**src/rtl/duration.sv**
```systemverilog
// Note-duration timer: a prescaler turns clk into ticks, a tick counter
// counts dur ticks and pulses done once at the end of every period.
module duration #(
    parameter int unsigned SPEED_W = 128,
    parameter int unsigned DUR_W   = 8
) (
    input  logic               clk,
    input  logic               nreset,
    input  logic [DUR_W-1:0]   dur,
    input  logic [SPEED_W-1:0] clockSpeed,
    output logic               done
);

    logic [SPEED_W-1:0] r_p;
    logic [DUR_W-1:0]   r_t;
    logic               r_done;

    logic [SPEED_W:0]   w_cs_eff;
    logic [DUR_W:0]     w_d_eff;
    logic [SPEED_W:0]   w_p_inc;
    logic [DUR_W:0]     w_t_inc;
    logic               w_tick;
    logic               w_wrap;
    logic [SPEED_W-1:0] w_p_nxt;
    logic [DUR_W-1:0]   w_t_nxt;
    logic               w_done_nxt;

    // Zero bounds behave like one; compares are one bit wider so the
    // largest bound never wraps the incremented counter.
    always_comb begin
        w_cs_eff = (clockSpeed == '0) ? (SPEED_W+1)'(1) : {1'b0, clockSpeed};
        w_d_eff  = (dur == '0)        ? (DUR_W+1)'(1)   : {1'b0, dur};
        w_p_inc  = {1'b0, r_p} + (SPEED_W+1)'(1);
        w_t_inc  = {1'b0, r_t} + (DUR_W+1)'(1);
        w_tick   = (w_p_inc >= w_cs_eff);
        w_wrap   = (w_t_inc >= w_d_eff);
    end

    // Next-state: >= lets a lowered bound end the period at once.
    always_comb begin
        w_p_nxt    = w_p_inc[SPEED_W-1:0];
        w_t_nxt    = r_t;
        w_done_nxt = 1'b0;
        if (w_tick) begin
            w_p_nxt = '0;
            if (w_wrap) begin
                w_t_nxt    = '0;
                w_done_nxt = 1'b1;
            end else begin
                w_t_nxt = w_t_inc[DUR_W-1:0];
            end
        end
    end

    always_ff @(posedge clk or negedge nreset) begin
        if (!nreset) begin
            r_p    <= '0;
            r_t    <= '0;
            r_done <= 1'b0;
        end else begin
            r_p    <= w_p_nxt;
            r_t    <= w_t_nxt;
            r_done <= w_done_nxt;
        end
    end

    assign done = r_done;

endmodule

```
**config.mk**
```make
export PLATFORM = sky130hd
export DESIGN_NAME = duration
export DESIGN_NICKNAME = d
export VERILOG_FILES = /design/src/rtl/duration.sv
export SDC_FILE = /design/constraint.sdc
export NUM_CORES = 1
export LEC_CHECK = 0
export ABC_AREA = 1
export CAP_MARGIN = 15
export CORE_ASPECT_RATIO = 0.8
export CORE_MARGIN = 2
export CORE_UTILIZATION = 25
export CTS_CLUSTER_DIAMETER = 100
export DETAILED_ROUTE_END_ITERATION = 8
export MAX_ROUTING_LAYER = met4
export SYNTH_ARGS = -nofsm -noshare
export SYNTH_HDL_FRONTEND = slang
export SYNTH_SLANG_ARGS = --single-unit
```
**constraint.sdc**
```tcl
create_clock -name clk -period 4.7 [get_ports clk]
set_input_delay 0.94 -clock clk [delete_from_list [all_inputs] [get_ports clk]]
set_output_delay 0.94 -clock clk [all_outputs]
set_load 0.01 [all_outputs]
```
==> results of run 1 <==
==> area by class of cell <==
cell class | instances | area [sq um]
clock inverter | 14 | 175
inverter | 413 | 1550
clock buffer | 18 | 429
timing repair buffer | 255 | 2340
multi-input combinational | 1450 | 8450
tap | 702 | 878
sequential | 137 | 3430
fill | 5875 | 36400
==> cells in the final DEF, fill, tap and decap left out, drive strengths merged, types with 3 or more instances in the layout <==
master and instances:
inv 414, nor2 404, nand2 402, ha 138, dfrtp 137, clkdlybuf4s50 137, buf 118, xor2 111
nand4 85, nand3 68, a21oi 66, nor3 65, nor4 37, o21ai 22, clkbuf 18, xnor2 12
and3 9, clkinv 7, nand3b 4, or3 4, o211ai 4, or2 3, nor3b 3, a21o 3
o21a 3, bufinv 3, clkinvlp 3
==> final timing paths <==
check                                         from            endpoint  slack [ns]  cells past startpoint
worst max-delay path                clockSpeed[72]  r_p[100]$_DFF_PN0_        0.13                     20
worst min-delay path            r_t[7]$_DFFE_PN0P_  r_t[7]$_DFFE_PN0P_        0.54                      2
worst max register to register   r_p[34]$_DFF_PN0_  r_p[100]$_DFF_PN0_        0.30                     24
worst min register to register  r_t[7]$_DFFE_PN0P_  r_t[7]$_DFFE_PN0P_        0.54                      2
max in group asynchronous                   nreset  r_p[122]$_DFF_PN0_        3.23                      2
min in group asynchronous                   nreset   r_p[48]$_DFF_PN0_        0.57                      1
==> registers in the layout (all words and copies together), names as in the netlist <==
name / count
r_p: 128
r_t: 8
done: 1
==> worst register-to-register path: stages, from the launching register on <==
cell and delay (ns):
dfrtp_1 0.39, inv_1 0.08, nor3_1 0.42, nand2_1 0.21, nor2_1 0.24, nand2_1 0.08, nor2_1 0.31, nand4_1 0.33
xor2_1 0.39, inv_1 0.09, ha_1 0.20, a21oi_1 0.13, o21ai_0 0.13, nand2_1 0.09, nand2_1 0.05, a21oi_1 0.12
buf_4 0.14, nand2_1 0.05, nor2_1 0.18, nand2_4 0.09, nor2_8 0.14, nand2_8 0.09, buf_12 0.18, buf_4 0.17
nor2_4 0.06
==> power by group through the flow <==
stage | Clock (mW) | Sequential (mW) | Combinational (mW)
finish | 1.41 | 1.18 | 0.274
global route | 1.48 | 1.18 | 0.312
CTS | 1.43 | 1.18 | 0.281
detailed placement | 0 | 1.20 | 0.279
global placement | 0 | 1.20 | 0.278
floorplan | 0 | 1.20 | 0.0919
==> routing by layer <==
metal | up-vias | wire length, um | global-route usage, %
met3 | 33 | 3130 | 2.30
met5 | - | 0 | -
met1 | 6399 | 26000 | 28.2
met2 | 382 | 22100 | 28.8
met4 | 0 | 825 | 3.92
li1 | 6860 | - | -
==> stage by stage <==
stage | worst slack (ns) | hold slack (ns) | utilization, % | power (mW)
after global placement | -0.829 | 0.535 | 31.0 | 1.48
after detailed placement | -0.300 | 0.526 | 31.0 | 1.48
after global routing | 0.0216 | 0.582 | 32.2 | 2.98
after floorplan | 0.860 | 0.479 | - | 1.29
after CTS | 0.127 | 0.543 | 32.1 | 2.89
final | 0.131 | 0.538 | 32.2 | 2.86
==> cell families after synthesis <==
kind of cell	Yosys count	synth area share [%]
AOI/OAI and AO/OA	103	4.10
xor gates and xnor gates	123	7.96
adders and majority gates	138	12.8
buffers and inverters	427	12.5
DFF	137	25.3
and+or+nand+nor	1086	37.4
==> impl_metrics.json, run 1 <==
{
  "critPathLaunchType": "primary input",
  "clkSinkCount": 137,
  "fin_crit_sh_pct": 97.2,
  "fp.dieH_um": 212,
  "grt_max_degree": 90,
  "skew_ns": 0.0134,
  "fmax_mhz": 219,
  "syn_area_sq_mm": 0.0135,
  "grt_overflow": 0,
  "p_sw_share_pct": 24.6,
  "sequentialPowerShare_pct": 41.2,
  "hpwl_um": 45300,
  "setup_viol": 0,
  "pwr-share-clk_pct": 49.3,
  "synth.area.top_cells": "dfrtp_1 25%, ha_1 13%, inv_1 11%, nand2_1 11%, nor2_1 9.8%",
  "critical-path-slowest-cell": "nor4_2",
  "area_growth_pct": 27.4,
  "die_x_um": 264,
  "ys_top_cells_by_count": "413 x inv_1, 396 x nand2_1, 355 x nor2_1",
  "dieArea_sq_mm": 0.0560,
  "postCtsHoldBufs": 0,
  "post_cts_buffers": 0,
  "dr.pass1.iters": 5,
  "initial_core_util_pct": 25.2,
  "outcome": "finished, final reports clean",
  "clkTransAtPathRegs_ns": 0.07,
  "fin_tns_setup_ns": 0,
  "leakagePower_nw": 8.44,
  "finalHoldViolations": 0,
  "rsz0062_at_grt": "false",
  "finalWirelength_um": 52100,
  "gp_congestion": 1.05,
  "fin_area_sq_mm": 0.0172,
  "stdcell_count": 2989,
  "slew_headroom_pct": 39.4,
  "path_buf_inv": 3,
  "p_int_mw": 2.16,
  "fin_crit_ns": 4.57,
  "vias_per_cell": 4.57,
  "yosysUniqueCellTypes": 38,
  "synth_ff_type": "dfrtp_1",
  "cts-root-buf": "clkbuf_16",
  "dr_total_vias": 13700,
  "cts_buffers": 17,
  "post-synth-top-count-cell": "inv_1",
  "dpl.cell_count": 2957,
  "crit_chain": "clkdlybuf4s50_1 -> nor4_1 -> nand4_1 -> nor4_2 -> nand3_1 -> o21ai_0 -> ha_1 -> nand2_1 -> nor2_1 -> nand2_1 -> nor2_1 -> nand3_1 -> nand2_1 -> nor2_1 -> nand2_4 -> nor2_8 -> nand2_8 -> buf_12 -> buf_4 -> nor2_4",
  "yosysSeqAreaShare_pct": 25.3,
  "combPwrFrac_pct": 9.6,
  "avgRoutedWirePerCell_um": 17.4,
  "antenna_found_initial": 0,
  "worst_pin_slew_ns": 0.902,
  "peakVddDrop_uv": 166,
  "syn_inst": 2014,
  "track_usage_pct": 19.4,
  "synth_nets": 2290,
  "ys_ff_latch": 137,
  "synth_warnings": 0,
  "ctsHtreeMaxLevel": 4,
  "crit_type": "in -> reg",
  "antenna_cells": 0,
  "p_per_area_mw_per_mm2": 166,
  "synth_edf_count": 0,
  "drive_gt1_share_pct": 9.49,
  "first_global_vias": 13300,
  "maxCapViolations": 0,
  "switching_power_mw": 0.704,
  "num_rows": 76,
  "drt-initial-drc-count": 1103,
  "core_area_sq_mm": 0.0536,
  "synth_top_area_share_pct": 25.3,
  "worstPathMaxFanout": 19,
  "detail-route-antenna-nets": 0,
  "grt_first_pass_wirelength_um": 79700,
  "ios": 139,
  "final_nets": 2550,
  "ctsResizeCount": 0,
  "synth_top_area_cell": "dfrtp_1",
  "placed_area_sq_mm": 0.0166,
  "crit_arrival_ns": 4.93,
  "hp-class": "reg -> reg",
  "endpoint_kind": "flip-flop",
  "synthArstFlopShare_pct": 100,
  "max_stage_delay_ns": 0.72,
  "crit_required_ns": 5.06,
  "critPathTopFamily": "simple AND/OR/NAND/NOR gates",
  "cts_tree": "yes",
  "portBuffers": 138,
  "syn_area_per_cell_sq_um": 6.72,
  "insertion_delay_ns": 0.44,
  "drc_errors": 0,
  "cts.path.max_buffers": 2,
  "slew_violations": 0
}
Note: power is estimated with default switching activity, not from simulation.
==> run 2, diff against run 1 <==
--- a/config.mk
+++ b/config.mk
@@ -9,10 +9,12 @@
 export CAP_MARGIN = 15
 export CORE_ASPECT_RATIO = 0.8
 export CORE_MARGIN = 2
-export CORE_UTILIZATION = 25
+export CORE_UTILIZATION = 39
 export CTS_CLUSTER_DIAMETER = 100
 export DETAILED_ROUTE_END_ITERATION = 8
 export MAX_ROUTING_LAYER = met4
+export SKIP_CTS_REPAIR_TIMING = 1
+export SLEW_MARGIN = 30
 export SYNTH_ARGS = -nofsm -noshare
 export SYNTH_HDL_FRONTEND = slang
 export SYNTH_SLANG_ARGS = --single-unit
==> impl_metrics.json, run 2 (same netlist as run 1, synthesis figures left out) <==
{
  "outcome": "finished, final reports clean",
  "initial_core_util_pct": 39.9,
  "grt_overflow": 0,
  "fin_crit_ns": 4.56,
  "dr_total_vias": 13700,
  "leakagePower_nw": 8.54,
  "cts_buffers": 17,
  "cp_common_cell": "nand2_1",
  "top_register": "r_p",
  "avgRoutedWirePerCell_um": 19.2,
  "drt-initial-drc-count": 1197,
  "critical-path-slowest-cell": "dfrtp_1",
  "hp-class": "in -> async",
  "fmax_mhz": 220,
  "portBuffers": 138,
  "setup_viol": 0,
  "critPathLaunchType": "flip-flop",
  "largest_reg_flops": 128,
  "peakVddDrop_uv": 176,
  "hpwl_um": 46800,
  "ios": 139,
  "cts.path.max_buffers": 2,
  "fin_crit_sh_pct": 96.9,
  "cts-root-buf": "clkbuf_16",
  "drive_gt1_share_pct": 10.8,
  "layout_common_cells": "413 x inv_1, 394 x nand2_1, 349 x nor2_1",
  "crit_required_ns": 5.08,
  "skew_ns": 0.00796,
  "maxCapViolations": 0,
  "path_buf_inv": 5,
  "power_mw": 2.83,
  "dieArea_sq_mm": 0.0362,
  "dr.pass1.iters": 6,
  "clkSinkCount": 137,
  "ctsHtreeMaxLevel": 4,
  "p_per_area_mw_per_mm2": 165,
  "grt_max_degree": 82,
  "area_growth_pct": 26.8,
  "gp_congestion": 1.04,
  "core_area_sq_mm": 0.0339,
  "worstPathMaxFanout": 39,
  "endpoint_kind": "flip-flop",
  "critPathTopFamily": "simple AND/OR/NAND/NOR gates",
  "detail-route-antenna-nets": 0,
  "clkTransAtPathRegs_ns": 0.06,
  "fp.dieH_um": 171,
  "grt_first_pass_wirelength_um": 78800,
  "crit_type": "reg -> reg",
  "finalWirelength_um": 53300,
  "fin_hold_ws_ns": 0.427,
  "first_global_vias": 13300,
  "drc_errors": 0,
  "crit_arrival_ns": 4.93,
  "num_rows": 60,
  "slew_headroom_pct": 50.4,
  "insertion_delay_ns": 0.46,
  "final_nets": 2570,
  "die_x_um": 212,
  "final_core_util_pct": 50.6,
  "max_stage_delay_ns": 0.46,
  "slew_violations": 0,
  "cts_tree": "yes",
  "vias_per_cell": 4.94,
  "finalHoldViolations": 0,
  "track_usage_pct": 31.0,
  "antenna_found_initial": 1,
  "worst_pin_slew_ns": 0.737,
  "crit_chain": "inv_1 -> nor3_1 -> nand2_1 -> nor2_1 -> nand2_1 -> nor2_1 -> nand4_1 -> buf_4 -> xor2_1 -> inv_1 -> ha_1 -> a21oi_1 -> o21ai_0 -> nand2_1 -> nand2_1 -> a21oi_1 -> buf_4 -> nand2_1 -> nor2_1 -> nand2_4 -> nor2_8 -> nand2_8 -> buf_16 -> nor2_1",
  "mostFrequentLayoutCell": "inv_1"
}
run 2: cell count changes in the layout (fill, tap and decap cells not counted), moves of 2 or more:
cell,previous run,this run
nand3_1,66,64
nand2_1,396,394
nor2_2,5,9
buf_4,111,131
nand2_2,3,5
clkbuf_8,0,4
clkinv_4,5,2
nand3_2,2,4
nor2_1,354,349
run 2: layout make-up:
cell class	instances	area (sq um)
clock buffers	22	484
diodes	1	2.50
fillers	3586	16800
repair buffers	275	2490
clock inverters	10	116
inverters	413	1550
multi-input cells	1450	8500
well taps	465	582
flip-flops and latches	137	3430
run 2: metal layers:
layer  share of wire (%)  up-vias  global-route usage (%)
li1                    -     6895                       -
met4                 2.2        0                    8.48
met3                 7.0       50                    6.61
met1                  51     6374                    44.9
met5                   0        -                       -
met2                  40      380                    43.3
run 2: per-stage QoR:
stage	instances	cell area, sq um	setup slack [ns]	setup TNS [ns]
6_report	2773	17200	0.145	0
5_1_grt	2773	17200	-0.0130	-0.0160
4_1_cts	2772	17100	0.119	0
3_5_place_dp	2740	16500	-0.193	-19.28
3_3_place_gp	2740	16500	-0.192	-17.77
2_1_floorplan	2014	13500	0.860	0
run 2: path summary, 6_finish.rpt:
kind | startpoint | end | slack [ns] | cells past startpoint
min in group clk | r_t[7]$_DFFE_PN0P_ | r_t[7]$_DFFE_PN0P_ | 0.54 | 2
worst max register to register | r_p[33]$_DFF_PN0_ | r_p[53]$_DFF_PN0_ | 0.14 | 24
worst max-delay path | r_p[33]$_DFF_PN0_ | r_p[53]$_DFF_PN0_ | 0.14 | 24
worst min-delay path | nreset | r_p[38]$_DFF_PN0_ | 0.43 | 1
worst min register to register | r_t[7]$_DFFE_PN0P_ | r_t[7]$_DFFE_PN0P_ | 0.54 | 2
max in group asynchronous | nreset | r_p[112]$_DFF_PN0_ | 3.43 | 2
run 2: power by group:
group | total (mW) | switching (mW) | internal, mW | leakage (nW)
Combinational | 0.269 | 0.123 | 0.146 | 6.35
Sequential | 1.18 | 0.000108 | 1.18 | 1.90
Clock | 1.39 | 0.550 | 0.836 | 0.293
